$ cat config.mk
export PLATFORM = sky130hd
export DESIGN_NAME = csr_file
export DESIGN_NICKNAME = d
export VERILOG_FILES = /design/src/rtl/csr_file.sv
export SDC_FILE = /design/constraint.sdc
export NUM_CORES = 1
export LEC_CHECK = 0
export BUFFER_PORTS_ARGS = -buffer_cell sky130_fd_sc_hd__clkbuf_2
export CAP_MARGIN = 10
export CELL_PAD_IN_SITES_DETAIL_PLACEMENT = 1
export CELL_PAD_IN_SITES_GLOBAL_PLACEMENT = 2
export CORE_UTILIZATION = 40
export CTS_BUF_LIST = sky130_fd_sc_hd__clkbuf_4 sky130_fd_sc_hd__clkbuf_8
export CTS_CLUSTER_DIAMETER = 30
export DETAILED_ROUTE_END_ITERATION = 7
export PLACE_DENSITY_LB_ADDON = 0.2
export SLEW_MARGIN = 20
export SYNTH_ARGS = -nofsm -noshare
export SYNTH_HDL_FRONTEND = slang
export SYNTH_SLANG_ARGS = --single-unit
$ cat constraint.sdc
create_clock -name i_clk -period 17.8 [get_ports i_clk]
set_clock_uncertainty 0.15 [all_clocks]
set_input_delay 2.67 -clock i_clk [delete_from_list [all_inputs] [get_ports i_clk]]
set_output_delay 2.67 -clock i_clk [all_outputs]
set_load 0.005 [all_outputs]
$ cat src/rtl/csr_file.sv
// Machine-mode CSR file: mstatus/misa/mtvec/mscratch/mepc/mcause/mtval/mhartid
// plus 64-bit mcycle and minstret counters, with trap entry and MRET handling.
module csr_file #(
    parameter int unsigned        MXLEN       = 32,
    parameter logic [MXLEN-1:0]   MTVEC_RESET = 32'h0000_0000,
    parameter logic [MXLEN-1:0]   MHARTID     = 32'h0
) (
    input  logic             i_clk,
    input  logic             i_rst,
    input  logic             i_csr_en,
    input  logic [1:0]       i_csr_op,
    input  logic [11:0]      i_csr_addr,
    input  logic [MXLEN-1:0] i_csr_wdata,
    input  logic             i_csr_no_wr,
    input  logic             i_retire,
    input  logic             i_trap_req,
    input  logic [MXLEN-1:0] i_trap_cause,
    input  logic [MXLEN-1:0] i_trap_pc,
    input  logic [MXLEN-1:0] i_trap_tval,
    input  logic             i_mret,
    output logic [MXLEN-1:0] o_csr_rdata,
    output logic             o_t_illegal_csr,
    output logic [MXLEN-1:0] o_mtvec,
    output logic [MXLEN-1:0] o_mepc,
    output logic             o_mie
);

    localparam int unsigned CW = 2 * MXLEN;

    localparam logic [11:0] ADDR_MSTATUS   = 12'h300;
    localparam logic [11:0] ADDR_MISA      = 12'h301;
    localparam logic [11:0] ADDR_MTVEC     = 12'h305;
    localparam logic [11:0] ADDR_MSCRATCH  = 12'h340;
    localparam logic [11:0] ADDR_MEPC      = 12'h341;
    localparam logic [11:0] ADDR_MCAUSE    = 12'h342;
    localparam logic [11:0] ADDR_MTVAL     = 12'h343;
    localparam logic [11:0] ADDR_MCYCLE    = 12'hB00;
    localparam logic [11:0] ADDR_MINSTRET  = 12'hB02;
    localparam logic [11:0] ADDR_MCYCLEH   = 12'hB80;
    localparam logic [11:0] ADDR_MINSTRETH = 12'hB82;
    localparam logic [11:0] ADDR_MHARTID   = 12'hF14;

    localparam logic [MXLEN-1:0] MISA_VAL   = MXLEN'(32'h4000_0100);
    localparam logic [MXLEN-1:0] ALIGN_MASK = ~MXLEN'(3);
    localparam logic [MXLEN-1:0] MTVEC_RST  = MTVEC_RESET & ALIGN_MASK;

    typedef enum logic [1:0] {
        OP_READ  = 2'b00,
        OP_WRITE = 2'b01,
        OP_SET   = 2'b10,
        OP_CLEAR = 2'b11
    } csr_op_e;

    logic             mie_q, mie_d;
    logic             mpie_q, mpie_d;
    logic [MXLEN-1:0] mtvec_q, mtvec_d;
    logic [MXLEN-1:0] mscratch_q, mscratch_d;
    logic [MXLEN-1:0] mepc_q, mepc_d;
    logic [MXLEN-1:0] mcause_q, mcause_d;
    logic [MXLEN-1:0] mtval_q, mtval_d;
    logic [CW-1:0]    mcycle_q, mcycle_d;
    logic [CW-1:0]    minstret_q, minstret_d;

    logic [MXLEN-1:0] rd_raw;
    logic [MXLEN-1:0] wval;
    logic             addr_ok;
    logic             wr_attempt;
    logic             illegal;
    logic             csr_we;

    // Read mux and access legality
    always_comb begin
        // NOTE: every always_comb output gets a default first so no path infers a latch.
        rd_raw  = '0;
        addr_ok = 1'b1;
        unique case (i_csr_addr)
            ADDR_MSTATUS: begin
                rd_raw[12:11] = 2'b11;
                rd_raw[7]     = mpie_q;
                rd_raw[3]     = mie_q;
            end
            ADDR_MISA:      rd_raw = MISA_VAL;
            ADDR_MTVEC:     rd_raw = mtvec_q;
            ADDR_MSCRATCH:  rd_raw = mscratch_q;
            ADDR_MEPC:      rd_raw = mepc_q;
            ADDR_MCAUSE:    rd_raw = mcause_q;
            ADDR_MTVAL:     rd_raw = mtval_q;
            ADDR_MCYCLE:    rd_raw = mcycle_q[MXLEN-1:0];
            ADDR_MCYCLEH:   rd_raw = mcycle_q[CW-1:MXLEN];
            ADDR_MINSTRET:  rd_raw = minstret_q[MXLEN-1:0];
            ADDR_MINSTRETH: rd_raw = minstret_q[CW-1:MXLEN];
            ADDR_MHARTID:   rd_raw = MHARTID;
            default:        addr_ok = 1'b0;
        endcase

        wr_attempt = (i_csr_op != OP_READ) && !i_csr_no_wr;
        illegal    = i_csr_en && (!addr_ok ||
                     (wr_attempt && (i_csr_addr[11:10] == 2'b11 || i_csr_addr == ADDR_MISA)));
        csr_we     = i_csr_en && !illegal && wr_attempt && !i_trap_req;

        unique case (csr_op_e'(i_csr_op))
            OP_WRITE: wval = i_csr_wdata;
            OP_SET:   wval = rd_raw | i_csr_wdata;
            OP_CLEAR: wval = rd_raw & ~i_csr_wdata;
            default:  wval = rd_raw;
        endcase
    end

    // Next-state: trap beats MRET and CSR writes; MRET beats a same-cycle mstatus write
    always_comb begin
        mie_d      = mie_q;
        mpie_d     = mpie_q;
        mtvec_d    = mtvec_q;
        mscratch_d = mscratch_q;
        mepc_d     = mepc_q;
        mcause_d   = mcause_q;
        mtval_d    = mtval_q;
        mcycle_d   = mcycle_q + CW'(1);
        minstret_d = (i_retire && !i_trap_req) ? minstret_q + CW'(1) : minstret_q;

        if (csr_we) begin
            unique case (i_csr_addr)
                ADDR_MSTATUS: begin
                    mie_d  = wval[3];
                    mpie_d = wval[7];
                end
                ADDR_MTVEC:     mtvec_d    = wval & ALIGN_MASK;
                ADDR_MSCRATCH:  mscratch_d = wval;
                ADDR_MEPC:      mepc_d     = wval & ALIGN_MASK;
                ADDR_MCAUSE:    mcause_d   = wval;
                ADDR_MTVAL:     mtval_d    = wval;
                ADDR_MCYCLE:    mcycle_d   = {mcycle_q[CW-1:MXLEN], wval};
                ADDR_MCYCLEH:   mcycle_d   = {wval, mcycle_q[MXLEN-1:0]};
                ADDR_MINSTRET:  minstret_d = {minstret_q[CW-1:MXLEN], wval};
                ADDR_MINSTRETH: minstret_d = {wval, minstret_q[MXLEN-1:0]};
                default: ;
            endcase
        end

        if (i_trap_req) begin
            mepc_d   = i_trap_pc & ALIGN_MASK;
            mcause_d = i_trap_cause;
            mtval_d  = i_trap_tval;
            mpie_d   = mie_q;
            mie_d    = 1'b0;
        end else if (i_mret) begin
            mie_d  = mpie_q;
            mpie_d = 1'b1;
        end
    end

    always_ff @(posedge i_clk or posedge i_rst) begin
        if (i_rst) begin
            mie_q      <= 1'b0;
            mpie_q     <= 1'b0;
            mtvec_q    <= MTVEC_RST;
            mscratch_q <= '0;
            mepc_q     <= '0;
            mcause_q   <= '0;
            mtval_q    <= '0;
            mcycle_q   <= '0;
            minstret_q <= '0;
        end else begin
            // NOTE: sequential state uses non-blocking assignments so all flops update together.
            mie_q      <= mie_d;
            mpie_q     <= mpie_d;
            mtvec_q    <= mtvec_d;
            mscratch_q <= mscratch_d;
            mepc_q     <= mepc_d;
            mcause_q   <= mcause_d;
            mtval_q    <= mtval_d;
            mcycle_q   <= mcycle_d;
            minstret_q <= minstret_d;
        end
    end

    assign o_csr_rdata     = (i_csr_en && !illegal) ? rd_raw : '0;
    assign o_t_illegal_csr = illegal;
    assign o_mtvec         = mtvec_q;
    assign o_mepc          = mepc_q;
    assign o_mie           = mie_q;

endmodule

=== Word level (Yosys, flattened, before mapping) ===
Index checks and enable logic that the tools add are counted.

* Add/sub/neg operators: 2
* Equality and inequality tests: 20
* Muxes and demuxes: 32
* Bitwise operators: 3
* Reductions and logical operators: 27

{| class="wikitable"
|+ Operator list
! kind !! number
|-
| 32-bit 2-to-1 mux || 10
|-
| 64-bit case mux with 2 select lines || 2
|-
| 64-bit 2-to-1 mux || 3
|-
| 19-bit case mux with 10 select lines || 1
|-
| 64-bit by 1-bit adder with 64-bit output (second input constant) || 2
|-
| 32-bit case mux with 3 select lines || 1
|-
| 12-bit by 10-bit == test with 1-bit output (second input constant) || 7
|-
| 12-bit == test (second input constant) || 5
|-
| 3-bit case mux with 9 select lines || 2
|-
| 32-bit bitwise AND || 1
|-
| 32-bit NOT || 1
|-
| 32-bit OR || 1
|-
| 3-bit case mux with 10 select lines || 1
|-
| 1-bit case mux with 10 select lines || 2
|-
| 2-bit case mux with 10 select lines || 1
|-
| 2-bit AND reduction || 6
|-
| 12-bit OR reduction || 1
|-
| 2-bit nonzero test || 5
|-
| 1-bit 2-to-1 mux || 9
|-
| 2-bit != test (second input constant) || 4
|-
| 1-bit logical AND || 7
|-
| 2-bit == test (second input constant) || 3
|-
| 3-bit nonzero test || 2
|-
| 1-bit zero test || 4
|-
| 2 further kinds || 3
|}

* Register bits after elaboration: 288
* Output and inout port bits: 98
* Logic and storage cells: 95

=== Logic depth before layout (Yosys ltp) ===
Gate-level depths: netlist of the first run.

* Depth in word-level cells: 13
* Gate-level depth with buffers: 10
* Depth with buffers taken out: 7

=== Worst setup path after synthesis of the first run ===
No wires, ideal clock.

* Kind: input to output
* From: input port i_csr_addr[3]
* To: output port o_csr_rdata[13]
* Arrival: 4685 ps
* Data required time: 14980 ps
* Slack: 10295 ps
* Cell stages on the path: 9
* Path buffers: 3
* Cell sequence: clkbuf_1 > nor3b_2 > nand4_1 > a21boi_1 > a21oi_1 > nand2_1 > buf_2 > buf_2 > nor2_1

* Cells in the longest elaborated chain, start to end: 9
* Elaborated cells on any way between the ends: 23
* Classes of those cells: eq/ne: 12; mux: 3; reduce/logical: 8

{| class="wikitable"
|+ Ends and longest elaborated chain
! what !! RTL line !! RTL
|-
| start, declared || 12 || <nowiki>input logic [11:0] i_csr_addr,</nowiki>
|-
| 12-bit by 10-bit == test with 1-bit output, or another cell as far along || 76, 98 ||
|-
| 12-bit OR reduction (no source line) || -- ||
|-
| 1-bit 2-to-1 mux || 76 || <nowiki>unique case (i_csr_addr)</nowiki>
|-
| 1-bit zero test || 97 || <nowiki>illegal = i_csr_en && (!addr_ok ||</nowiki>
|-
| 1-bit logical OR || 97 ||
|-
| 1-bit logical AND || 97 ||
|-
| 1-bit zero test || 177 || <nowiki>assign o_csr_rdata = (i_csr_en && !illegal) ? rd_raw : '0;</nowiki>
|-
| 1-bit logical AND || 177 ||
|-
| 32-bit 2-to-1 mux (*) || 177 ||
|-
| end, declared || 21 || <nowiki>output logic [MXLEN-1:0] o_csr_rdata,</nowiki>
|}

Every way passes the cells marked *; elsewhere a longest branch is shown, timed or not.

=== Worst setup path after layout of the first run ===
* From: input port i_csr_addr[7]
* To: output port o_csr_rdata[19]

The elaborated chain is that of the path after synthesis.

==> results.md, run 1 <==
- Post-synth EDFFs: 0
- Slew Limit Fails: 0
- Die Span X: 215 µm
- Synth Area per Inst: 8.87 µm²
- Worst-Margin Slew: 1210 ps
- CTS Hold Bufs: 0
- Power Total: 2.09 mW
- RSZ-0062 raised after global routing: no
- Number of global-route vias before repair: 20,218
- Total wire length: 93,900 µm
- Die height: 215 µm
- Max Buffers Root-to-Sink: 3
- Max transition margin: 19.0%
- Cells on worst reg2reg path: 6
- Port Buffers: 240
- Period minus WS final: 9380 ps
- Share of post-route cells with drive strength above 1: 23.4%
- Total Nets Final: 2,434
- CTS tree: yes
- Total gr overflow: 0
- Post-route DRC: 0
- Fin crit share: 52.7%
- Largest net degree at the start of global routing: 97
- Ranking of synthesized cells by area: dfrtp_1 (39%), mux2i_1 (6.2%), a22oi_1 (4.1%)
- R2R Path Start: minstret_q[30]
- Final TNS setup: 0 ps
- Placed standard-cell area: 20,100 µm²
- Core area: 44,600 µm²
- Final instance area: 22,200 µm²
- Cell Area, Synth: 18,200 µm²
- Pre-CTS WS: 8590 ps
- Hold endpoint: mtval_q[11]
- Hold path startpoint: mtval_q[11]
- # setup viols final: 0
- Maximum fanout along the worst path: 24
- Highest Clock Rate: 107 MHz
- H-tree levels: 3
- Asr flop ratio synth: 100%
- Gpl congestion: 0.952
- Yosys reg bits: 286
- CP delay by family, top: buffers and inverters
- P_leak: 9.55 nW
- Top-level I/O count: 247
- Final worst setup slack: 8420 ps
- Worst Path Arrival: 6560 ps
- Hold Crit Class: register to register
- Total CTS buffers: 92
- Yosys warning count: 0
- Commonest non-fill, non-tap cells in the layout: dfrtp_1 (286), clkbuf_2 (239), nor2_1 (166)
- Worst-Skew Late Latency: 690 ps
- Netlist cell types: 89
- Post-Synthesis Cells: 2,055
- Status: complete, no violations
- # resized after CTS: 0
- DR vias/cell: 6.84
- Initial antenna violation count: 2
- CP required: 14,980 ps
- Most common cell after layout, fill and taps aside: dfrtp_1
- Critical path endpoint category: output port
- Synth top area share: 39.3%
- CP peak stage delay: 710 ps
- Cell Chain, Critical Path: clkbuf_2 > nor4_2 > buf_4 > nand4_1 > a21boi_1 > a21oi_1 > buf_4 > nand2_1 > buf_4 > a41oi_1 > clkbuf_2
- Critical path's most frequent cell: buf_4
- Initial Util: 40.9%
- Vias: 20,154
- Final Hold Fails: 0
- Clk sinks: 286
- DIE AREA: 46,400 µm²
- Layout overhead on the synthesized area: 21.9%
- WP buf/inv: 5
- Hold Crit Depth: 2
- Sequential fraction of the synthesis area: 39.3%
- Top cell type by total area after synthesis: dfrtp_1
- Setup bufs post-CTS: 0
- Post-DP HPWL: 66,800 µm
- Max-Cap Viols: 0
- WL per Instance: 31.9 µm
- Pwr Density: 94.1 nW/µm²
- ANT nets after route: 0
- GRT Util Overall: 40.0%
- Slowest CP cell: a21boi_1
- Crit Path Category: input port to output port
- Reg2Reg Setup Slack: 14,150 ps
- Critical Path Start Type: input port
- Most used DFF post-synth: dfrtp_1
- Crit Reg-Reg Endpoint: minstret_q[52]
- Site Rows: 77
- Iter 0 DRT Violations: 2,320
- Global-route wire length before repair: 137,000 µm
- Root buffer cell: clkbuf_8
- Clock transition at the registers of the reported paths: 50 ps
- First-pass iteration count of the detailed router: 8
- VDD IR-drop max: 0.0651 mV
[stage by stage]
step | cells | util [%] | hold slack (ps)
after floorplan | 2058 | - | 317
after detailed placement | 2781 | 45.0 | 340
after CTS | 2947 | 49.8 | 356
final | 2948 | 49.8 | 351
after global placement | 2780 | 44.9 | 332
after global routing | 2948 | 49.8 | 371
[worst register-to-register path: cells and delay by family, from the launching register on]
kind / cells / cell delay (ps)
DFF: 1 / 570
and+or+nand+nor: 5 / 2750
AOI/OAI and AO/OA: 1 / 100
[flip-flops by register name, indices dropped and copies added, names as in the netlist]
name and flops:
minstret_q 64, o_mie 1, o_mepc 30, mscratch_q 32
mcycle_q 64, mtval_q 32, o_mtvec 30, mcause_q 32
mpie_q 1
[per-layer routing]
layer	vias up	global-route usage (%)	routed length, µm
met1	10302	52.7	38300
met2	1117	61.8	42200
met3	277	7.23	7530
li1	8456	-	-
met5	-	0	13
met4	2	22.7	5850
[where the power goes]
part / internal (mW) / switching [mW] / total [mW]
clock network: 0.750 / 0.406 / 1.16
logic: 0.0702 / 0.132 / 0.202
registers: 0.685 / 0.0476 / 0.733
[kinds of logic after synthesis]
kind of cell	after synthesis	share of synthesized area, %
simple gates	701	20.3
buf+inv	196	4.41
fa+ha+maj	2	0.137
mux	135	7.69
other cells	1	0.0206
xor+xnor	42	2.02
compound gates	692	26.2
flops	286	39.3
[cell usage after synthesis (22+ instances only)]
cell type and count:
inv_1 27, nor3_1 34, nor2_1 170, o21ai_0 134
xnor2_1 34, clkbuf_1 118, and3_1 45, a22oi_1 100
nand2_1 138, dfrtp_1 286, nand4_1 84, a211oi_1 24
o211ai_1 38, nand3_1 78, a21oi_1 146, a22o_1 42
o22ai_1 22, mux2i_1 113, buf_2 36, nor4_1 35
a221oi_1 24
[worst max-delay path by stage]
stage	start	endpoint	slack [ps]	cells past startpoint
after global placement	i_csr_addr[7]	o_csr_rdata[19]	8680	11
after global routing	i_csr_addr[7]	o_csr_rdata[30]	8400	11
after floorplan	i_rst	mcause_q[0]	7090	1
final	i_csr_addr[7]	o_csr_rdata[19]	8420	11
after CTS	i_csr_addr[7]	o_csr_rdata[19]	8580	11
after detailed placement	i_csr_addr[7]	o_csr_rdata[19]	8590	11
[area by class of cell]
class                   instances  area (µm²)
fillers                      5221       22400
multi-input cells            1576       10400
flip-flops and latches        286        7160
clock buffers                 130        1710
repair buffers                300        1650
well taps                     592         741
clock inverters                36         435
inverters                      27         109
diodes                          1        2.50
No activity file was read; power rests on OpenSTA's default activity.
==> inputs of run 2 (changes only) <==
--- a/config.mk
+++ b/config.mk
@@ -9,7 +9,7 @@
 export CAP_MARGIN = 10
 export CELL_PAD_IN_SITES_DETAIL_PLACEMENT = 1
 export CELL_PAD_IN_SITES_GLOBAL_PLACEMENT = 2
-export CORE_UTILIZATION = 40
+export CORE_UTILIZATION = 37
 export CTS_BUF_LIST = sky130_fd_sc_hd__clkbuf_4 sky130_fd_sc_hd__clkbuf_8
 export CTS_CLUSTER_DIAMETER = 30
 export DETAILED_ROUTE_END_ITERATION = 7
==> constraint.sdc (replaced) <==
create_clock -name i_clk -period 9 [get_ports i_clk]
set_clock_uncertainty 0.15 [all_clocks]
set_input_delay 1.35 -clock i_clk [delete_from_list [all_inputs] [get_ports i_clk]]
set_output_delay 1.35 -clock i_clk [all_outputs]
set_load 0.005 [all_outputs]
==> results.md, run 2 (synthesis gave the netlist of run 1 again) <==
- Global-route wire length before repair: 139,000 µm
- Critical path endpoint category: output port
- Final instance area: 22,100 µm²
- CP required: 7500 ps
- Worst-Skew Late Latency: 690 ps
- Period minus WS final: 7050 ps
- Final Hold Fails: 0
- Number of global-route vias before repair: 20,386
- Setup bufs post-CTS: 0
- Final TNS setup: 0 ps
- RSZ-0062 raised after global routing: no
- Site Rows: 80
- Total gr overflow: 0
- P_leak: 9.44 nW
- Total CTS buffers: 92
- Crit Path Category: input port to output port
- Port Buffers: 240
- Max Buffers Root-to-Sink: 3
- WL per Instance: 31.6 µm
- Vias: 20,008
- Worst-Margin Slew: 1250 ps
- # setup viols final: 0
- Most common cell after layout, fill and taps aside: dfrtp_1
- Status: complete, no violations
- Hold Crit Class: register to register
- Total Nets Final: 2,428
- Initial Util: 37.9%
- Post-DP HPWL: 67,800 µm
- # resized after CTS: 0
- ANT nets after route: 0
- Root buffer cell: clkbuf_8
- Largest net degree at the start of global routing: 157
- First-pass iteration count of the detailed router: 6
- Power Total: 3.93 mW
- Crit Reg-Reg Endpoint: mcycle_q[46]
- DR vias/cell: 6.66
- Clock transition at the registers of the reported paths: 50 ps
- CTS Hold Bufs: 0
- VDD IR-drop max: 0.121 mV
- Initial antenna violation count: 2
- Max-Cap Viols: 0
- Gpl congestion: 0.936
- Die height: 224 µm
- Critical Path Start Type: input port
- Pwr Density: 178 nW/µm²
- R2R Path Start: mcycle_q[35]
- Top-level I/O count: 247
- Largest registers: mcycle_q x64, minstret_q x64
- Maximum fanout along the worst path: 30
- Layout overhead on the synthesized area: 21.3%
- Final Util: 45.9%
- Fin crit share: 78.3%
- GRT Util Overall: 37.7%
- H-tree levels: 3
- Commonest non-fill, non-tap cells in the layout: dfrtp_1 (286), clkbuf_2 (239), nor2_1 (166)
- Reg2Reg Setup Slack: 5380 ps
- Die Span X: 224 µm
- Worst hold margin: 349 ps
- Total wire length: 95,000 µm
- Iter 0 DRT Violations: 1,954
- Post-route DRC: 0
- Share of post-route cells with drive strength above 1: 23.2%
- Worst Path Arrival: 5550 ps
- Clk sinks: 286
- CTS tree: yes
- Max transition margin: 16.6%
- Highest Clock Rate: 142 MHz
- Cells on worst reg2reg path: 6
- Placed standard-cell area: 20,100 µm²
- Core area: 48,100 µm²
- DIE AREA: 50,200 µm²
- Slew Limit Fails: 0
- Worst Setup SP: i_csr_addr[0]
- Crit path to: o_csr_rdata[27]
[run 2: cell types whose count changed in the layout (fill, tap and decap cells not counted), sizes merged]
cell,change
clkbuf,+9
clkinvlp,+8
buf,-7
bufinv,-7
clkinv,-6
inv,-5
clkdlybuf4s18,+1
diode,+1
[run 2: cell type report]
class / count / area [µm²]
Sequential cell: 286 / 7160
Inverter: 27 / 105
Tap cell: 656 / 821
Fill cell: 5584 / 26000
Clock inverter: 26 / 208
Antenna cell: 2 / 5.00
Clock buffer: 139 / 1760
Multi-Input combinational cell: 1576 / 10400
Timing Repair Buffer: 294 / 1640
[run 2: layer usage]
metal | routed length [µm] | track usage, %
met1 | 39000 | 49.3
met4 | 5320 | 19.8
met3 | 8050 | 8.03
met2 | 42600 | 58.5
met5 | 0 | 0
[run 2: critical path: stages]
cell and delay, ps:
clkbuf_2 460, nor4bb_2 360, buf_4 240, a22o_1 250, a22oi_1 900, a21oi_1 210
buf_4 240, nand2_1 840, buf_4 380, a221oi_1 110, clkbuf_2 180
[run 2: stage by stage]
stage / std cells / worst slack, ps
after detailed placement: 2838 / 2140
after global routing: 3005 / 1930
after global placement: 2837 / 2280
after CTS: 3003 / 2100
after floorplan: 2058 / 3710
final: 3006 / 1950
[run 2: how the worst min path moves through the flow]
stage | from | end | slack, ps | cells past startpoint
floorplan | mcause_q[19] | mcause_q[19] | 320 | 2
global placement | mtval_q[5] | mtval_q[5] | 330 | 2
detailed placement | mtval_q[12] | mtval_q[12] | 340 | 2
CTS | mtval_q[12] | mtval_q[12] | 350 | 2
global route | mtval_q[28] | mtval_q[28] | 380 | 2
finish | mtval_q[12] | mtval_q[12] | 350 | 2
[run 2: report_power, final]
part           leakage [nW]  switching, mW  total, mW  internal (mW)
registers              3.62         0.0948       1.45           1.36
clock network          1.03          0.777       2.07           1.30
logic                  4.79          0.262      0.402          0.141
total                  9.44           1.13       3.93           2.79
